File: config.mk
export PLATFORM = sky130hd
export DESIGN_NAME = fhg_spu_eject_sink
export DESIGN_NICKNAME = d
export VERILOG_FILES = /design/src/rtl/fhg_spu_eject_sink.sv
export SDC_FILE = /design/constraint.sdc
export NUM_CORES = 1
export LEC_CHECK = 0
export CAP_MARGIN = 25
export CORE_MARGIN = 3
export CORE_UTILIZATION = 35
export CTS_BUF_LIST = sky130_fd_sc_hd__clkbuf_4 sky130_fd_sc_hd__clkbuf_8 sky130_fd_sc_hd__clkbuf_16
export DETAILED_ROUTE_END_ITERATION = 7
export GPL_TIMING_DRIVEN = 0
export PLACE_DENSITY_LB_ADDON = 0.08
export SYNTH_ARGS = -nofsm -noshare
export SYNTH_HDL_FRONTEND = slang
export SYNTH_SLANG_ARGS = --single-unit
File: constraint.sdc
create_clock -name clk_i -period 2.8 [get_ports clk_i]
set_clock_uncertainty 0.05 [all_clocks]
set_input_delay 0.42 -clock clk_i [delete_from_list [all_inputs] [get_ports clk_i]]
set_output_delay 0.42 -clock clk_i [all_outputs]
set_load 0.01 [all_outputs]
File: src/rtl/fhg_spu_eject_sink.sv
// Terminating sink for a router Eject port: accepts every flit, counts flits/packets, latches first source ID.
// Optional head-flit source-ID log FIFO enabled by defining FHG_SPU_EJECT_SINK_LOG_EN.
module fhg_spu_eject_sink #(
   parameter int unsigned FlitWidth  = 64,
   parameter int unsigned SrcIdLsb   = 0,
   parameter int unsigned SrcIdWidth = 8,
   parameter int unsigned CntWidth   = 16
) (
   input  logic                  clk_i,
   input  logic                  rst_ni,
   input  logic                  flit_valid_i,
   output logic                  flit_ready_o,
   input  logic [FlitWidth-1:0]  flit_data_i,
   input  logic                  flit_last_i,
   input  logic                  clear_i,
   output logic [CntWidth-1:0]   flit_cnt_o,
   output logic [CntWidth-1:0]   pkt_cnt_o,
   output logic                  err_o,
   output logic [SrcIdWidth-1:0] first_src_o,
   output logic                  in_pkt_o
`ifdef FHG_SPU_EJECT_SINK_LOG_EN
   ,
   output logic                  log_valid_o,
   input  logic                  log_ready_i,
   output logic [SrcIdWidth-1:0] log_src_o,
   output logic                  log_ovf_o
`endif
);

   typedef enum logic {ST_IDLE, ST_BODY} state_t;

   state_t                  state_reg, state_next;
   logic                    ready_reg;
   logic [CntWidth-1:0]     flit_cnt_reg, pkt_cnt_reg;
   logic                    err_reg;
   logic [SrcIdWidth-1:0]   first_src_reg;
   logic                    accept, head;
   logic [SrcIdWidth-1:0]   src_id;
   logic                    unused_data;

   assign accept = flit_valid_i & ready_reg;
   assign head   = accept & (state_reg == ST_IDLE);
   assign src_id = flit_data_i[SrcIdLsb +: SrcIdWidth];
   // Only the source-ID field of the payload is inspected.
   assign unused_data = ^flit_data_i;

   always_comb begin
      state_next = state_reg;
      if (clear_i) begin
         state_next = ST_IDLE;
      end else if (accept) begin
         state_next = flit_last_i ? ST_IDLE : ST_BODY;
      end
   end

   always_ff @(posedge clk_i or negedge rst_ni) begin
      if (!rst_ni) begin
         state_reg     <= ST_IDLE;
         ready_reg     <= 1'b0;
         flit_cnt_reg  <= '0;
         pkt_cnt_reg   <= '0;
         err_reg       <= 1'b0;
         first_src_reg <= '0;
      end else begin
         state_reg <= state_next;
         ready_reg <= 1'b1;
         if (clear_i) begin
            flit_cnt_reg  <= '0;
            pkt_cnt_reg   <= '0;
            err_reg       <= 1'b0;
            first_src_reg <= '0;
         end else if (accept) begin
            // Counters stick at all-ones rather than wrapping.
            if (flit_cnt_reg != '1) flit_cnt_reg <= flit_cnt_reg + 1'b1;
            if (flit_last_i && (pkt_cnt_reg != '1)) pkt_cnt_reg <= pkt_cnt_reg + 1'b1;
            if (head && !err_reg) begin
               err_reg       <= 1'b1;
               first_src_reg <= src_id;
            end
         end
      end
   end

   assign flit_ready_o = ready_reg;
   assign flit_cnt_o   = flit_cnt_reg;
   assign pkt_cnt_o    = pkt_cnt_reg;
   assign err_o        = err_reg;
   assign first_src_o  = first_src_reg;
   assign in_pkt_o     = (state_reg == ST_BODY);

`ifdef FHG_SPU_EJECT_SINK_LOG_EN
   logic [SrcIdWidth-1:0] log_mem [4];
   logic [1:0]            wr_ptr_reg, rd_ptr_reg;
   logic [2:0]            count_reg;
   logic                  ovf_reg;
   logic                  log_push, log_pop, log_full, log_write;

   assign log_push  = head & ~clear_i;
   assign log_pop   = (count_reg != 3'd0) & log_ready_i & ~clear_i;
   assign log_full  = (count_reg == 3'd4);
   // A same-cycle pop frees the slot, so a push into a full FIFO still lands.
   assign log_write = log_push & (~log_full | log_pop);

   always_ff @(posedge clk_i) begin
      if (log_write) log_mem[wr_ptr_reg] <= src_id;
   end

   always_ff @(posedge clk_i or negedge rst_ni) begin
      if (!rst_ni) begin
         wr_ptr_reg <= '0;
         rd_ptr_reg <= '0;
         count_reg  <= '0;
         ovf_reg    <= 1'b0;
      end else if (clear_i) begin
         wr_ptr_reg <= '0;
         rd_ptr_reg <= '0;
         count_reg  <= '0;
         ovf_reg    <= 1'b0;
      end else begin
         if (log_write) wr_ptr_reg <= wr_ptr_reg + 2'd1;
         if (log_pop)   rd_ptr_reg <= rd_ptr_reg + 2'd1;
         if (log_write && !log_pop)      count_reg <= count_reg + 3'd1;
         else if (!log_write && log_pop) count_reg <= count_reg - 3'd1;
         if (log_push && !log_write) ovf_reg <= 1'b1;
      end
   end

   assign log_valid_o = (count_reg != 3'd0);
   assign log_src_o   = log_mem[rd_ptr_reg];
   assign log_ovf_o   = ovf_reg;
`endif

endmodule

# After elaboration in Yosys (flattened, before gate mapping)

Index checks and enable logic that the tools add are counted.

Logic and storage cells: 38
ROM bits: 0
Output and inout port bits: 43
Bits in latches: 0
Memories kept: 0
Register bits: 43
Memory bits (writable): 0

Multiplexer cells: 15
Multiply operators: 0
$lt $le $gt $ge: 0
Add/sub/neg operators: 2
Equal/unequal tests: 2
Reduce and logical (&&, ||, !) cells: 10
Bitwise operators: 3
Divide/modulo/power cells: 0
Shifts and indexed selects: 0

Operator list:

| kind                    | number |
|---|---|
| $mux W16                | 6 |
| $add A16 B1 Y16 const B | 2 |
| $ne A16 B16 Y1 const B  | 2 |
| $mux W8                 | 3 |
| $reduce_bool A2 Y1      | 4 |
| $mux W1                 | 6 |
| $reduce_and A2 Y1       | 3 |
| $and A1 B1 Y1           | 2 |
| $logic_and A1 B1 Y1     | 2 |
| $logic_not A1 Y1        | 1 |
| $not A1 Y1              | 1 |

# Depth between registers and ports, before layout

Depth in word-level cells: 6
Gate-level depth with buffers: 6

# Worst setup path after synthesis

Ideal clock, no wire load.

Path type: reg-to-reg
Start: register flit_cnt_reg[0] (netlist: flit_cnt_o[0])
End: register flit_cnt_reg[1] (netlist: flit_cnt_o[1])
Clock period less this slack: 2.009 ns
Arrival: 1.827 ns
Setup slack: 0.791 ns
Required time: 2.618 ns
Stages on the path, launching flop included: 7
Cell sequence: dfrtp_1 > ha_1 > nand4_1 > o41ai_2 > buf_2 > mux2i_1 > nor2_1

Cells in the longest elaborated chain, start to end: 4
Elaborated cells between the ends (all ways): 7
Those cells by class: add/sub: 1; eq/ne: 1; mux: 3; reduce/logical: 2

RTL lines:

| item                     | line | text |
|---|---|---|
| start: declaration       | 34   | `logic [CntWidth-1:0] flit_cnt_reg, pkt_cnt_reg;` |
| start signal: assignment | 74   | `if (flit_cnt_reg != '1) flit_cnt_reg <= flit_cnt_reg + 1'b1;` |
| $add A16 B1 Y16          | 74   |  |
| $mux W16                 | 74   |  |
| $mux W16                 | 72   | `end else if (accept) begin` |
| $mux W16                 | 67   | `if (clear_i) begin` |

Several ways; a longest one is shown, not always the timed one. The select of a mux whose other input is x is not followed.
A chain may end at the register's enable or synchronous reset.

# Worst setup path in the final report

Start: input flit_valid_i
End: register pkt_cnt_reg[13] (netlist: pkt_cnt_o[13])

Cells in the longest elaborated chain, start to end: 3

RTL lines:

| item                         | line | text |
|---|---|---|
| start: declaration           | 11   | `input logic flit_valid_i,` |
| $and A1 B1 Y1                | 41   | `assign accept = flit_valid_i & ready_reg;` |
| $reduce_bool A2 Y1 (no line) | --   |  |
| $reduce_and A2 Y1 (no line)  | --   |  |
| end signal: assignment       | 75   | `if (flit_last_i && (pkt_cnt_reg != '1)) pkt_cnt_reg <= pkt_cnt_reg + 1'b1;` |
| end: declaration             | 34   |  |

No other way between the ends.

==> metrics.csv <==
stage,metric,value,unit
timing,hold_violations,0,
synth,sequential_element_share_of_the_synthesized_area,48.2,%
synth,synth.avg_cell_area,9.14,sq um
pwr,clkPwrFrac,39.4,%
grt,grt_pass1_wl,9700,microns
synth,netlist_top_cells_area,"sky130_fd_sc_hd__dfrtp_1 (48%), sky130_fd_sc_hd__a21oi_1 (6.5%), sky130_fd_sc_hd__nand2_1 (4.5%)",
pwr,powerDensity,409,nW/um^2
critical_path,path_cells,clkdlybuf4s50_1 -> nand3_1 -> nor4_2 -> nand4_1 -> mux2_2,
final_layout,syn_to_final_growth,34.6,%
final_layout,fillerInstances,599,
routing,num_vias,2073,
critical_path,crit_slowest_cell,sky130_fd_sc_hd__nor4_2,
critical_path,critPathRequiredTime,2.93,ns
critical_path,r2r-start,flit_cnt_o[0],
floorplan,design.die.area,7370,sq um
synth,synth_ff_type,sky130_fd_sc_hd__dfrtp_1,
synth,async_flop_share,100,%
status,status,"complete, no violations",
cts,cts_resized,0,
placed_design,i_o_buffers,54,
critical_path,worstPathBufferInverterCount,1,
final_layout,final_core_util,49.5,%
final_layout,ratio_of_cells_with_drive_above_1_in_the_final_layout,7.47,%
timing,final.setup.worst_slack,0.444,ns
cts,cts-root-buf,sky130_fd_sc_hd__clkbuf_8,
floorplan,num_io_pins,112,
pwr,p_sw_share,23.2,%
pwr,irDropWorstVdd,279,uV
routing,detail_route.wl_per_cell,14.8,microns
pwr,share_seq_of_total_power,52.1,%
timing,final_setup_violating_endpoints,0,
cts,clk_path_buf_depth,2,
critical_path,critical-path-top-delay-family,simple AND/OR/NAND/NOR gates,
pwr,p_leak,0.00113,uW
timing,clock.fmax,0.424,GHz
grt,grt_antenna_before_repair,0,
timing,worst_slew_pin_slew,0.903,ns
critical_path,cp-startpoint,flit_valid_i,
routing,wirelength,5670,microns
routing,detailedRoute.firstPassIterationCount,4,
synth,ys_ff_latch,43,
cts,htree_depth,2,
synth,yosysWarnings,0,
floorplan,std_cell_rows,28,
synth,synth_cells,244,
synth,post-synth-top-area-fraction,48.2,%
critical_path,setup.worst_path.class,in2reg,
timing,fin_crit,2.36,ns
grt,grt_max_degree,35,
routing,route.detailed.vias_per_inst,5.41,
hold_path,hold_path_class,in2async,
floorplan,die_width,85.8,microns
cts,cts_buffers,5,
cts,worstSkewPairLatency,0.29,ns
grt,global_router_s_overall_resource_usage,16.4,%
routing,postRouteAntennaNets,0,
synth,synth_cell_types,43,
cts,tritoncts_num_sinks,43,
floorplan,initial_core_util,36.8,%
final_layout,num-nets-final,378,
cts,cts.clk_slew.worst_paths,0.08,ns
critical_path,cp-start-kind,input pin,
run,maxCapViolCount,0,
pwr,p_switching,285,uW
grt,first_global_vias,1976,
floorplan,core,6060,sq um
critical_path,worst_ep_arrival_time,2.49,ns
critical_path,critical-path-max-stage-delay,0.74,ns
synth,synth_top_cell_by_area,sky130_fd_sc_hd__dfrtp_1,
final_layout,number_of_diodes,0,
synth,synth_enable_flop_cells,0,
pwr,cell_internal_pwr,944,uW
synth,postSynthNetCount,315,
grt,globalRouteOverflowTotal,0,
critical_path,critical_path.endpoint_type,flop,
placed_design,hpwl,4090,microns
placed_design,detailedPlace.worstSlack,0.146,ns
timing,post-route-period-util,84.2,%
critical_path,worst-path-max-fanout,9,
placed_design,globalplace.congestion,0.745,
floorplan,die_height,85.8,microns
pwr,combinationalPowerShare,8.5,%
cts,tritoncts,yes,
timing,max_slew_margin,39.3,%
routing,drt-initial-drc-count,93,
routing,drt_drc_violations_left,0,
synth,netlist_area,2230,sq um
timing,final_max_slew_viol_count,0,
timing,rsz0062_at_grt,false,
-- worst paths after layout --
| path | cells past startpoint | slack, ns | end |
|---|---|---|---|
| worst max-delay path | 5 | 0.44 | pkt_cnt_o[13] |
| worst min-delay path | 2 | 0.47 | pkt_cnt_o[9] |
| worst max register to register | 6 | 0.45 | flit_cnt_o[1] |
| worst min register to register | 2 | 0.47 | first_src_o[2] |
| min in group clk_i | 2 | 0.47 | first_src_o[2] |
| max in group asynchronous | 3 | 1.77 | flit_cnt_o[8] |
-- synthesized netlist by cell type, types with 6 or more instances --
library cell / n
sky130_fd_sc_hd__nand3_1: 9
sky130_fd_sc_hd__nand4_1: 12
sky130_fd_sc_hd__dfrtp_1: 43
sky130_fd_sc_hd__nor3_1: 6
sky130_fd_sc_hd__a21oi_1: 29
sky130_fd_sc_hd__o21ai_0: 11
sky130_fd_sc_hd__clkbuf_1: 7
sky130_fd_sc_hd__or3_1: 10
sky130_fd_sc_hd__inv_1: 8
sky130_fd_sc_hd__nand2_1: 27
sky130_fd_sc_hd__nor2_1: 16
-- cell families after synthesis --
kind of cell             after synthesis  synth area share, %
flip-flops                            43                 48.2
adder cells (fa/ha/maj)                2                 1.12
buffers and inverters                 16                 2.75
AND/OR/NAND/NOR                      115                 28.2
XOR/XNOR                               1                0.393
other                                  1                0.168
AO/OA/AOI/OAI                         62                 17.2
multiplexers                           4                 1.91
-- power groups by stage --
stage / Clock [uW] / Combinational, uW / Sequential [uW]
2_1_floorplan: 0 / 35.2 / 657
3_3_place_gp: 0 / 104 / 653
3_5_place_dp: 0 / 108 / 653
4_1_cts: 505 / 109 / 641
5_1_grt: 528 / 119 / 643
6_report: 484 / 105 / 641
-- worst reg2reg max path, stage by stage, from the launching register on --
cell                      delay (ns)
sky130_fd_sc_hd__dfrtp_1        0.44
sky130_fd_sc_hd__ha_1           0.22
sky130_fd_sc_hd__nand4_1        0.28
sky130_fd_sc_hd__o41ai_2        0.68
sky130_fd_sc_hd__buf_2          0.32
sky130_fd_sc_hd__mux2i_1        0.20
sky130_fd_sc_hd__nor2_1         0.05
-- registers in the layout, summed over array words and instances (netlist names) --
| name | flops |
|---|---|
| err_o | 1 |
| pkt_cnt_o | 16 |
| flit_cnt_o | 16 |
| flit_ready_o | 1 |
| first_src_o | 8 |
| in_pkt_o | 1 |
-- stage by stage --
stage	cell area [sq um]	power (uW)	std cells	TNS (ns)	hold slack (ns)
6_report	3000	1230	383	0	0.473
2_1_floorplan	2230	692	244	0	0.0744
3_5_place_dp	2880	761	374	0	0.267
4_1_cts	3000	1250	383	0	0.483
3_3_place_gp	2870	758	373	-0.674	0.465
5_1_grt	3000	1290	383	0	0.495
-- timing repair --
action,in CTS,in global routing
endpoints found under the hold margin,9,0
buffers inserted,0,0
hold buffers,1,0
-- cell type report --
class | count | area, sq um | area share (%)
clock buffer | 5 | 68.8 | 2.29
sequential | 43 | 1080 | 35.8
tap | 75 | 93.8 | 3.13
inverter | 8 | 30.0 | 1.00
clock inverter | 3 | 43.8 | 1.46
multi-input combinational | 185 | 1090 | 36.4
timing repair buffer | 56 | 566 | 18.8
buffer | 8 | 31.3 | 1.04
-- per-layer routing --
metal / up-vias / GRT usage (%) / share of wire (%)
met3: 4 / 3.36 / 3.7
met5: - / 0 / 0
met1: 991 / 21.9 / 46
li1: 1036 / - / -
met2: 42 / 26.6 / 49
met4: 0 / 5.04 / 0.90
-- placed cells by master, fill, tap and decap left out, types with 6 or more instances in the layout --
master                            count
sky130_fd_sc_hd__a21oi_1             29
sky130_fd_sc_hd__clkbuf_1             7
sky130_fd_sc_hd__clkdlybuf4s50_1     53
sky130_fd_sc_hd__dfrtp_1             43
sky130_fd_sc_hd__inv_1                8
sky130_fd_sc_hd__nand2_1             27
sky130_fd_sc_hd__nand3_1              9
sky130_fd_sc_hd__nand4_1             12
sky130_fd_sc_hd__nor2_1              16
sky130_fd_sc_hd__nor3_1               6
sky130_fd_sc_hd__o21ai_0             11
sky130_fd_sc_hd__or3_1               10
Note: power is estimated with default switching activity, not from simulation.
==> RTL change 1: new RTL, config.mk and constraints unchanged <==
The parameter `SrcIdWidth` goes from 8 to 12.
--- a/src/rtl/fhg_spu_eject_sink.sv
+++ b/src/rtl/fhg_spu_eject_sink.sv
@@ -5,3 +5,3 @@
    parameter int unsigned SrcIdLsb   = 0,
-   parameter int unsigned SrcIdWidth = 8,
+   parameter int unsigned SrcIdWidth = 12,
    parameter int unsigned CntWidth   = 16
Interface: changed (resized first_src_o); port bits go from 112 to 116. The function was not compared with the original's and may differ.
==> RTL change 1 against the original RTL <==
- final area is 9.2% higher
- synthesized area grew 8.5%
- cell count up 8.4%
- routed wire length up 11%
- total power rose by 7.9%
- sequential cell count rose by 4
- non-clock buffer count is 13 higher
- setup slack improved by 0.12 ns
- critical path type unchanged
==> RTL change 1: results (changes against the original RTL) <==
status: "finished, final reports clean"
drt_iter0_drc: 114  # +23%
met1_usage: 0.220  # +0.000918
gp_congestion: 0.778  # +4.4%
grt_pass1_vias: 2099  # +6.2%
cp_data_arrival_time_ns: 2.41  # -0.08 ns
hpwl_microns: 4590  # +12%
synthArstFlopShare: 1.00  # unchanged
place_area_sq_um: 3160  # +9.8%
grt_max_degree: 36  # +2.9%
max_stage_delay_ns: 0.61  # -0.13 ns
r2r-start: "flit_cnt_o[0]"
synthCells: 266  # +9.0%
cts_resized: 0  # unchanged
pre_cts_ws_ns: 0.275  # +0.129 ns
use_met3: 0.0470  # +0.0134
routed.top_layer: "met4"
cp_slowest_cell: "or4_1"
clk_path_buf_depth: 2  # unchanged
firstDrtPassIters: 4  # unchanged
nFillCells: 641  # +7.0%
diodes: 0  # unchanged
seq_area_frac_synth: 0.486  # +0.00371
max-slew-margin-rel: 0.467  # +0.0736
layout-drive-gt1-share: 0.0651  # -0.00959
wire_per_inst_microns: 15.1  # +2.1%
post_cts_buffers: 0  # unchanged
ys_types: 38  # -12%
yosys-top-cells-area: "dfrtp_1, nand2_1, a21oi_1"
hold_path.class: "primary input to async pin"
grt_pass1_wl_microns: 10200  # +4.8%
yosysWarnings: 0  # unchanged
multi_input_area_sq_um: 1180  # +7.9%
wl_met1_microns: 2940  # +12%
port_buffers: 63  # +17%
track_usage: 0.164  # +0.000284
vdd_ir_drop_max_uv: 220  # -21%
wl_met2_microns: 3000  # +7.8%
clk_pin_slew_ns: 0.09
grtUsageMet2: 0.264  # -0.00234
viasPerCell: 5.45  # +0.66%
nets: 409  # +8.2%
wl_met3_microns: 310  # +48%
crit_start: "flit_last_i"
crit_fanout: 10  # +1
p_leak_nw: 1.27  # +12%
ys_top_cells_by_count: "dfrtp_1, nand2_1, a21oi_1"
synthesis.nets: 337  # +7.0%
fin_cells: 415  # +8.4%
-- RTL change 1: critical path, delay by kind of cell --
| kind | cells | cell delay, ns |
|---|---|---|
| AND/OR/NAND/NOR | 3 | 1.14 |
| buffers and inverters | 2 | 0.70 |
| AO/OA/AOI/OAI | 1 | 0.15 |
-- RTL change 1: kinds of logic (layout without fill, tap and decap cells) --
logic type | Yosys count | in the layout | synth area share
and+or+nand+nor | 130 | 130 | 0.281
AOI/OAI and AO/OA | 60 | 60 | 0.151
DFF | 47 | 47 | 0.486
buffers and inverters | 16 | 88 | 0.0264
muxes | 8 | 8 | 0.0362
adders and majority gates | 2 | 2 | 0.0103
xor gates and xnor gates | 2 | 2 | 0.00724
other | 1 | 1 | 0.00155
-- RTL change 1: area by class of cell --
cell class                      count  share of cell area
Timing Repair Buffer               65               0.200
Clock inverter                      1             0.00916
Multi-Input combinational cell    203               0.360
Inverter                            4             0.00458
Sequential cell                    47               0.359
Tap cell                           77              0.0294
Clock buffer                        6              0.0233
Buffer                             12              0.0149
-- RTL change 1: power by group --
group / internal, mW / switching [mW] / total [mW]
logic: 0.0616 / 0.0682 / 0.130
clock network: 0.272 / 0.224 / 0.495
registers: 0.691 / 0.0104 / 0.701
total: 1.02 / 0.302 / 1.33
-- RTL change 1: final timing paths --
check,to,slack [ns],cells after the start
worst min-delay path,pkt_cnt_o[9],0.48,2
max in group asynchronous,first_src_o[6],1.73,3
worst max register to register,flit_cnt_o[1],0.64,6
worst max-delay path,pkt_cnt_o[9],0.57,6
worst min register to register,first_src_o[1],0.48,2
min in group clk_i,first_src_o[1],0.48,2
-- RTL change 1: timing repair --
item,4_1_cts,5_1_grt
endpoints found under the hold margin,12,0
endpoints found under the setup margin,0,0
hold buffers,1,0
==> RTL change 2: new RTL, config.mk and constraints unchanged <==
Made on the original files. Put one more register stage on the output `pkt_cnt_o`, with the module's reset. The value now appears one clock later. The other outputs are not delayed to match.
--- a/src/rtl/fhg_spu_eject_sink.sv
+++ b/src/rtl/fhg_spu_eject_sink.sv
@@ -85,3 +85,9 @@
    assign flit_cnt_o   = flit_cnt_reg;
-   assign pkt_cnt_o    = pkt_cnt_reg;
+   always_ff @(posedge clk_i or negedge rst_ni) begin
+      if (!rst_ni) begin
+         pkt_cnt_o <= '0;
+      end else begin
+         pkt_cnt_o <= pkt_cnt_reg;
+      end
+   end
    assign err_o        = err_reg;
Function: changed (Yosys sat finds a counterexample within 4 cycles, from zero or initial values and one cycle with rst_ni low).
==> RTL change 2 against the original RTL <==
- clock power is 43% higher
- synthesized area is 17% higher
- first-iteration DRC count is 48% lower
- final area is 15% higher
- sequential cell count is 16 higher
- routed wire length is 5.9% higher
- sequential share of layout area is 6.8 points higher
- critical path type unchanged
- critical endpoint is now pkt_cnt_reg[15]
- setup slack better by 0.23 ns
- total power is 36% higher
==> RTL change 2: results (changes against the original RTL) <==
seq_area_frac_synth: 0.566  # +0.0839
layout-drive-gt1-share: 0.0935  # +0.0188
max-slew-margin-rel: 0.389  # -0.00431
multi_input_area_sq_um: 1080  # -1.5%
p_sw_uw: 399  # +40%
p_per_area_nw_per_um2: 483  # +18%
nFillCells: 696  # +16%
use_met3: 0.0349  # +0.00131
numCtsBuffers: 9  # +4
hpwl_microns: 4150  # +1.4%
clockPowerShare: 0.414  # +0.020
nets: 387  # +2.4%
cp_data_arrival_time_ns: 2.32  # -0.17 ns
wl_met3_microns: 310  # +48%
status: "finished, final reports clean"
hold_ws_ns: 0.0337  # -0.440 ns
clk_share: 0.0517  # +0.0142
gp_congestion: 0.760  # +2.0%
avgSynthCellArea_sq_um: 10.4  # +14%
drt_wl_total_microns: 6000  # +5.9%
num_vias: 2108  # +1.7%
met1_usage: 0.207  # -0.0120
grtUsageMet2: 0.223  # -0.0433
grt_max_degree: 37  # +5.7%
seq_area_sq_um: 1480  # +37%
ys_types: 42  # -2.3%
multi_input_area_share: 0.311  # -0.0530
place_inst: 401  # +7.2%
num-nonclk-inverters: 4  # -4
yosys-top-cells-area: "dfrtp_1, nand2_1, a21oi_1"
synthesis.nets: 321  # +1.9%
buffer_area_frac: 0.172  # -0.0271
wl_met2_microns: 2610  # -6.2%
synthCells: 250  # +2.5%
place_area_sq_um: 3280  # +14%
design.seq.count: 59  # +37%
drt_iter0_drc: 48  # -48%
critPathCapture: "pkt_cnt_reg[15]"
pre_cts_ws_ns: 0.334  # +0.188 ns
clock_latency_ns: 0.33  # +0.04 ns
[RTL change 2: cell types whose count changed after synthesis, moves of 3 or more]
| cell | change |
|---|---|
| dfrtp_1 | +16 |
| a21oi_1 | -11 |
| xnor2_1 | +10 |
| nand3_1 | +7 |
| or3_1 | -6 |
| xor2_1 | +6 |
| nand4_1 | -5 |
| nor2_1 | -5 |
| o31ai_1 | -5 |
| and2_1 | -4 |
| inv_1 | -4 |
| or4_1 | -4 |
| mux2i_1 | +3 |
| nand2_1 | +3 |
[RTL change 2: critical path: stages]
cell,delay [ns]
clkdlybuf4s50_1,0.57
nand3_1,0.30
nor4_2,0.55
mux2_2,0.39
o211ai_1,0.09
[RTL change 2: cells by family after synthesis]
family	after synthesis	synth area share
and+or+nand+nor	104	0.214
DFF	59	0.566
AOI/OAI and AO/OA	46	0.103
xor gates and xnor gates	17	0.0571
buffers and inverters	14	0.0206
muxes	7	0.0278
adders and majority gates	2	0.00960
other	1	0.00144
